### config.mk
export PLATFORM = sky130hd
export DESIGN_NAME = sdram_byte_port
export DESIGN_NICKNAME = d
export VERILOG_FILES = /design/src/rtl/sdram_byte_port.sv
export SDC_FILE = /design/constraint.sdc
export NUM_CORES = 1
export LEC_CHECK = 0
export CELL_PAD_IN_SITES_DETAIL_PLACEMENT = 1
export CELL_PAD_IN_SITES_GLOBAL_PLACEMENT = 2
export CORE_MARGIN = 4
export CORE_UTILIZATION = 21
export CTS_CLUSTER_DIAMETER = 60
export DETAILED_ROUTE_END_ITERATION = 10
export PLACE_DENSITY = 0.87
export SLEW_MARGIN = 20
export SYNTH_ARGS = -nofsm -noshare
export SYNTH_HDL_FRONTEND = slang
export SYNTH_SLANG_ARGS = --single-unit
### constraint.sdc
create_clock -name clock -period 2 [get_ports clock]
set_input_delay 0.2 -clock clock [delete_from_list [all_inputs] [get_ports clock]]
set_output_delay 0.2 -clock clock [all_outputs]
set_load 0.02 [all_outputs]
### src/rtl/sdram_byte_port.sv
// Bridges the voxel GPU's byte-wide m1 master onto the 16-bit SDRAM Avalon-MM slave.
// Reads are tracked in order; accesses outside the SDRAM window are answered locally.
module sdram_byte_port #(
    parameter logic [31:0] SDRAM_BASE  = 32'hC000_0000,
    parameter logic [31:0] SDRAM_SPAN  = 32'h0400_0000,
    parameter int          MAX_PENDING = 4
) (
    input  logic        clock,
    input  logic        reset_n,
    input  logic [31:0] m1_address,
    input  logic        m1_read,
    input  logic        m1_write,
    input  logic [7:0]  m1_writedata,
    output logic        m1_waitrequest,
    output logic [7:0]  m1_readdata,
    output logic        m1_readdatavalid,
    output logic [24:0] sdram_address,
    output logic        sdram_read,
    output logic        sdram_write,
    output logic [1:0]  sdram_byteenable,
    output logic [15:0] sdram_writedata,
    input  logic        sdram_waitrequest,
    input  logic [15:0] sdram_readdata,
    input  logic        sdram_readdatavalid
);

    localparam int PW = $clog2(MAX_PENDING);
    localparam int CW = $clog2(MAX_PENDING + 1);
    localparam logic [CW-1:0] MAX_COUNT = CW'(MAX_PENDING);

    logic [32:0] addr_ext;
    logic [32:0] win_lo;
    logic [32:0] win_hi;
    logic        in_window;
    logic [25:0] off;
    logic        unused_off_bit0;

    logic        slot_busy;
    logic        slot_free;
    logic        pop;
    logic        room;
    logic        accept_wr_in;
    logic        accept_rd_in;
    logic        accept_wr_out;
    logic        accept_rd_out;

    logic [MAX_PENDING-1:0] lane_q;
    logic [PW-1:0]          wr_ptr;
    logic [PW-1:0]          rd_ptr;
    logic [CW-1:0]          pend_count;

    // 33-bit window compare so a window ending at 2^32 does not wrap.
    assign addr_ext  = {1'b0, m1_address};
    assign win_lo    = {1'b0, SDRAM_BASE};
    assign win_hi    = win_lo + {1'b0, SDRAM_SPAN};
    assign in_window = (addr_ext >= win_lo) && (addr_ext < win_hi);

    assign off             = m1_address[25:0] - SDRAM_BASE[25:0];
    assign unused_off_bit0 = off[0];

    assign slot_busy = sdram_read | sdram_write;
    assign slot_free = !slot_busy || !sdram_waitrequest;
    assign pop       = sdram_readdatavalid && (pend_count != '0);
    assign room      = (pend_count != MAX_COUNT) || pop;

    // Out-of-window reads wait for everything ahead of them to drain, keeping responses ordered.
    always_comb begin
        accept_wr_in  = 1'b0;
        accept_rd_in  = 1'b0;
        accept_wr_out = 1'b0;
        accept_rd_out = 1'b0;
        if (reset_n) begin
            accept_wr_in  = m1_write && in_window && slot_free;
            accept_rd_in  = m1_read && in_window && slot_free && room;
            accept_wr_out = m1_write && !in_window;
            accept_rd_out = m1_read && !in_window && !slot_busy && (pend_count == '0);
        end
    end

    assign m1_waitrequest = !(accept_wr_in || accept_rd_in || accept_wr_out || accept_rd_out);

    // Request slot: its registers are the SDRAM-side outputs and hold while the SDRAM stalls.
    always_ff @(posedge clock) begin
        if (!reset_n) begin
            sdram_read       <= 1'b0;
            sdram_write      <= 1'b0;
            sdram_address    <= '0;
            sdram_byteenable <= '0;
            sdram_writedata  <= '0;
        end else if (accept_wr_in || accept_rd_in) begin
            sdram_read       <= accept_rd_in;
            sdram_write      <= accept_wr_in;
            sdram_address    <= off[25:1];
            sdram_byteenable <= m1_address[0] ? 2'b10 : 2'b01;
            sdram_writedata  <= {m1_writedata, m1_writedata};
        end else if (!sdram_waitrequest) begin
            sdram_read  <= 1'b0;
            sdram_write <= 1'b0;
        end
    end

    always_ff @(posedge clock) begin
        if (!reset_n) begin
            lane_q     <= '0;
            wr_ptr     <= '0;
            rd_ptr     <= '0;
            pend_count <= '0;
        end else begin
            if (accept_rd_in) begin
                lane_q[wr_ptr] <= m1_address[0];
                wr_ptr         <= wr_ptr + PW'(1);
            end
            if (pop) begin
                rd_ptr <= rd_ptr + PW'(1);
            end
            case ({accept_rd_in, pop})
                2'b10:   pend_count <= pend_count + CW'(1);
                2'b01:   pend_count <= pend_count - CW'(1);
                default: pend_count <= pend_count;
            endcase
        end
    end

    // A response is either a popped SDRAM read or the zero byte for an out-of-window read.
    always_ff @(posedge clock) begin
        if (!reset_n) begin
            m1_readdatavalid <= 1'b0;
            m1_readdata      <= '0;
        end else begin
            m1_readdatavalid <= pop || accept_rd_out;
            if (pop) begin
                m1_readdata <= lane_q[rd_ptr] ? sdram_readdata[15:8] : sdram_readdata[7:0];
            end else begin
                m1_readdata <= 8'h00;
            end
        end
    end

endmodule
==> impl_metrics.toml <==
[clock_tree]
number_of_clock_buffers_inserted_by_tritoncts = 9
cts_buffer_depth = 2
clkLatencyLatePin_ns = 0.33
cts_htree_levels = 3
path_clk_slew_ns = 0.05
tritoncts = "done"
clock_sinks = 57
clk_root_buf = "sky130_fd_sc_hd__clkbuf_16"

[grt]
gr-total-overflow = 0
first_global_vias = 2442
antenna_found_initial = 0
first_pass_grt_wire_length_um = 12600
grt_use_total = 0.116
grt_start_max_net_pins = 85

[detailed_routing]
vias_per_cell = 4.20
detail_route.drc_violations = 0
dr.first_iter.drc_count = 54
antenna_left = 0
wl_per_cell_um = 14.5
dr_total_vias = 2273
first_pass_iters = 4
totalWireLength_um = 7830

[setup_path]
worst-endpoint-arrival_ns = 2.33
timing.critical_path.to_type = "flip-flop"
crit_required_ns = 2.25
worst-path-max-fanout = 2
timing_worst_setup_path_type = "in2reg"
critPathLaunchType = "input port"

[logic_synthesis]
edff_count_synth = 0
netlist_instances = 264
ys_async_sr_fraction = 0
synth-seq-area-share = 0.450
synthesis.area_um2 = 2530
synth_flop_cell = "sky130_fd_sc_hd__dfxtp_1"
mappedNetlistNets = 332
post_synth_num_cell_types = 32
synth_warn = 0
synth-seq-cells = 57
synth_area_per_cell_um2 = 9.60

[flow_run]
drv.max_cap_violation_count = 0

[floorplan]
starting_density = 0.218
io-pin-count = 117
die_area_um2 = 13900
coreArea_um2 = 11600
rows = 39
die_h_um = 118
die_width_um = 118

[sta]
part_of_the_cycle_the_worst_path_needs = 1.04
final_setup_vio_count = 2
grt_setup_unrepaired = "true"
timing.setup.tns_ns = -0.0838
worstMarginPinSlew_ns = 0.827
layout_min_cycle_time_ns = 2.08
slew-limit-headroom = 0.449
whs_ns = 0.340
timing_hold_violations_final = 0
postLayoutSetupSlackWorst_ns = -0.0761
finClkSkew_ns = 0.00587
fmax_mhz = 482
drv_slew = 0

[place]
place.detailed.hpwl_um = 5820
place_congestion = 0.807
port_buffers = 116

[layout]
flow.area_growth_from_synthesis_pct = 67.5
final.fill_count = 1332
antenna-diode-count = 0
drive_gt1_frac = 0.141
multi_input_area_um2 = 1260
register_area_um2 = 1150
num-nets-final = 461

[status]
outcome = "complete, but fails checks"
violations = "negative setup slack"

[pwr]
total_power_mw = 2.80
ir_worst_vdd_uv = 303
power-per-cell-area_nw_per_um2 = 659
cellLeakagePower_nw = 1.82

[hold_path]
hold_class = "in2reg"
==> area by class of cell <==
type / count / share of cell area
flip-flops and latches: 57 / 0.270
clock buffers: 13 / 0.0613
clock inverters: 3 / 0.00354
multi-input cells: 180 / 0.298
well taps: 143 / 0.0421
inverters: 6 / 0.00530
repair buffers: 139 / 0.320
==> worst max-delay path: stages <==
cell                              delay, ns
sky130_fd_sc_hd__clkdlybuf4s50_1       0.47
sky130_fd_sc_hd__nor4b_4               0.37
sky130_fd_sc_hd__nor4_4                0.06
sky130_fd_sc_hd__inv_1                 0.10
sky130_fd_sc_hd__ha_4                  0.14
sky130_fd_sc_hd__inv_2                 0.04
sky130_fd_sc_hd__fa_2                  0.33
sky130_fd_sc_hd__xor2_1                0.16
sky130_fd_sc_hd__or3_1                 0.31
sky130_fd_sc_hd__a21boi_1              0.15
==> where the power goes <==
| part | internal, mW | total (mW) | leakage (nW) | switching (mW) |
|---|---|---|---|---|
| combinational | 0.152 | 0.241 | 1.22 | 0.0887 |
| clock | 0.898 | 1.41 | 0.139 | 0.516 |
| sequential | 1.14 | 1.14 | 0.461 | 0.00255 |
==> repair_timing <==
| item | CTS | global route |
|---|---|---|
| pin swaps | 5 | 5 |
| buffers inserted | 3 | 0 |
| endpoints found under the setup margin | 2 | 3 |
| gates resized for setup | 7 | 7 |
| hold buffers | 0 | 0 |
| cloned | 0 | 0 |
==> cell usage in the layout, fill, tap and decap left out, types with 2 or more instances in the layout <==
| cell type | n |
|---|---|
| sky130_fd_sc_hd__clkdlybuf4s50_1 | 114 |
| sky130_fd_sc_hd__nand2_1 | 82 |
| sky130_fd_sc_hd__dfxtp_1 | 53 |
| sky130_fd_sc_hd__mux2i_1 | 48 |
| sky130_fd_sc_hd__buf_4 | 20 |
| sky130_fd_sc_hd__clkbuf_16 | 9 |
| sky130_fd_sc_hd__nor2_1 | 8 |
| sky130_fd_sc_hd__inv_1 | 5 |
| sky130_fd_sc_hd__and2_1 | 5 |
| sky130_fd_sc_hd__ha_1 | 4 |
| sky130_fd_sc_hd__dfxtp_2 | 4 |
| sky130_fd_sc_hd__o21ai_0 | 3 |
| sky130_fd_sc_hd__xnor2_1 | 3 |
| sky130_fd_sc_hd__nor2b_1 | 3 |
| sky130_fd_sc_hd__clkinv_2 | 3 |
| sky130_fd_sc_hd__nor4_4 | 2 |
| sky130_fd_sc_hd__or3_1 | 2 |
| sky130_fd_sc_hd__a21oi_2 | 2 |
| sky130_fd_sc_hd__xor2_1 | 2 |
| sky130_fd_sc_hd__clkbuf_1 | 2 |
| sky130_fd_sc_hd__clkbuf_8 | 2 |
| sky130_fd_sc_hd__buf_6 | 2 |
| sky130_fd_sc_hd__buf_12 | 2 |
==> sequential cells by signal, summed over array words and instances (netlist names), 2 cells and up <==
signal / count
lane_q: 4
sdram_writedata: 8
m1_readdata: 8
pend_count: 3
wr_ptr: 2
rd_ptr: 2
sdram_byteenable: 2
sdram_address: 25
==> metrics by stage <==
step           utilization  cells  worst slack, ns  cell area, µm²
6_report             0.366    541          -0.0761            4250
5_1_grt              0.366    541           -0.153            4250
4_1_cts              0.363    541           -0.138            4220
3_5_place_dp         0.338    522           -0.472            3920
3_3_place_gp         0.338    522           -0.364            3920
2_1_floorplan            -    264           0.0153            2540
==> cells in the mapped netlist (2+ instances only) <==
cell | count | area share
sky130_fd_sc_hd__xnor2_1 | 3 | 0.010
sky130_fd_sc_hd__a21oi_1 | 3 | 0.0059
sky130_fd_sc_hd__or3_1 | 2 | 0.0049
sky130_fd_sc_hd__nor2_1 | 8 | 0.012
sky130_fd_sc_hd__and2_1 | 5 | 0.012
sky130_fd_sc_hd__clkbuf_1 | 9 | 0.013
sky130_fd_sc_hd__dfxtp_1 | 57 | 0.45
sky130_fd_sc_hd__nor4_4 | 2 | 0.017
sky130_fd_sc_hd__xor2_1 | 2 | 0.0069
sky130_fd_sc_hd__inv_1 | 6 | 0.0089
sky130_fd_sc_hd__ha_1 | 5 | 0.025
sky130_fd_sc_hd__buf_4 | 8 | 0.024
sky130_fd_sc_hd__o21ai_0 | 3 | 0.0059
sky130_fd_sc_hd__buf_6 | 3 | 0.013
sky130_fd_sc_hd__mux2i_1 | 48 | 0.19
sky130_fd_sc_hd__nor2b_1 | 3 | 0.0074
sky130_fd_sc_hd__nand2_1 | 82 | 0.12
==> logic make-up after synthesis <==
group | synth area share
compound gates | 0.0291
simple gates | 0.211
buf+inv | 0.0612
flops | 0.450
xor+xnor | 0.0173
fa+ha+maj | 0.0326
mux | 0.198
==> layer usage <==
metal	GRT usage	wire [µm]
met1	0.119	3160
met2	0.196	3940
met3	0.0658	645
met4	0.0418	88
met5	0	0
==> worst paths after layout <==
| path | from | slack [ns] | cells after the start | end |
|---|---|---|---|---|
| worst min register to register | sdram_address[13]$_SDFFE_PN0N_ | 0.45 | 2 | sdram_address[13]$_SDFFE_PN0N_ |
| worst min-delay path | reset_n | 0.34 | 4 | m1_readdatavalid$_SDFF_PN0_ |
| worst max register to register | pend_count[0]$_SDFFE_PN0P_ | -0.07 | 10 | pend_count[2]$_SDFFE_PN0P_ |
| worst max-delay path | sdram_readdatavalid | -0.08 | 10 | pend_count[2]$_SDFFE_PN0P_ |
Note: power is estimated with default switching activity, not from simulation.
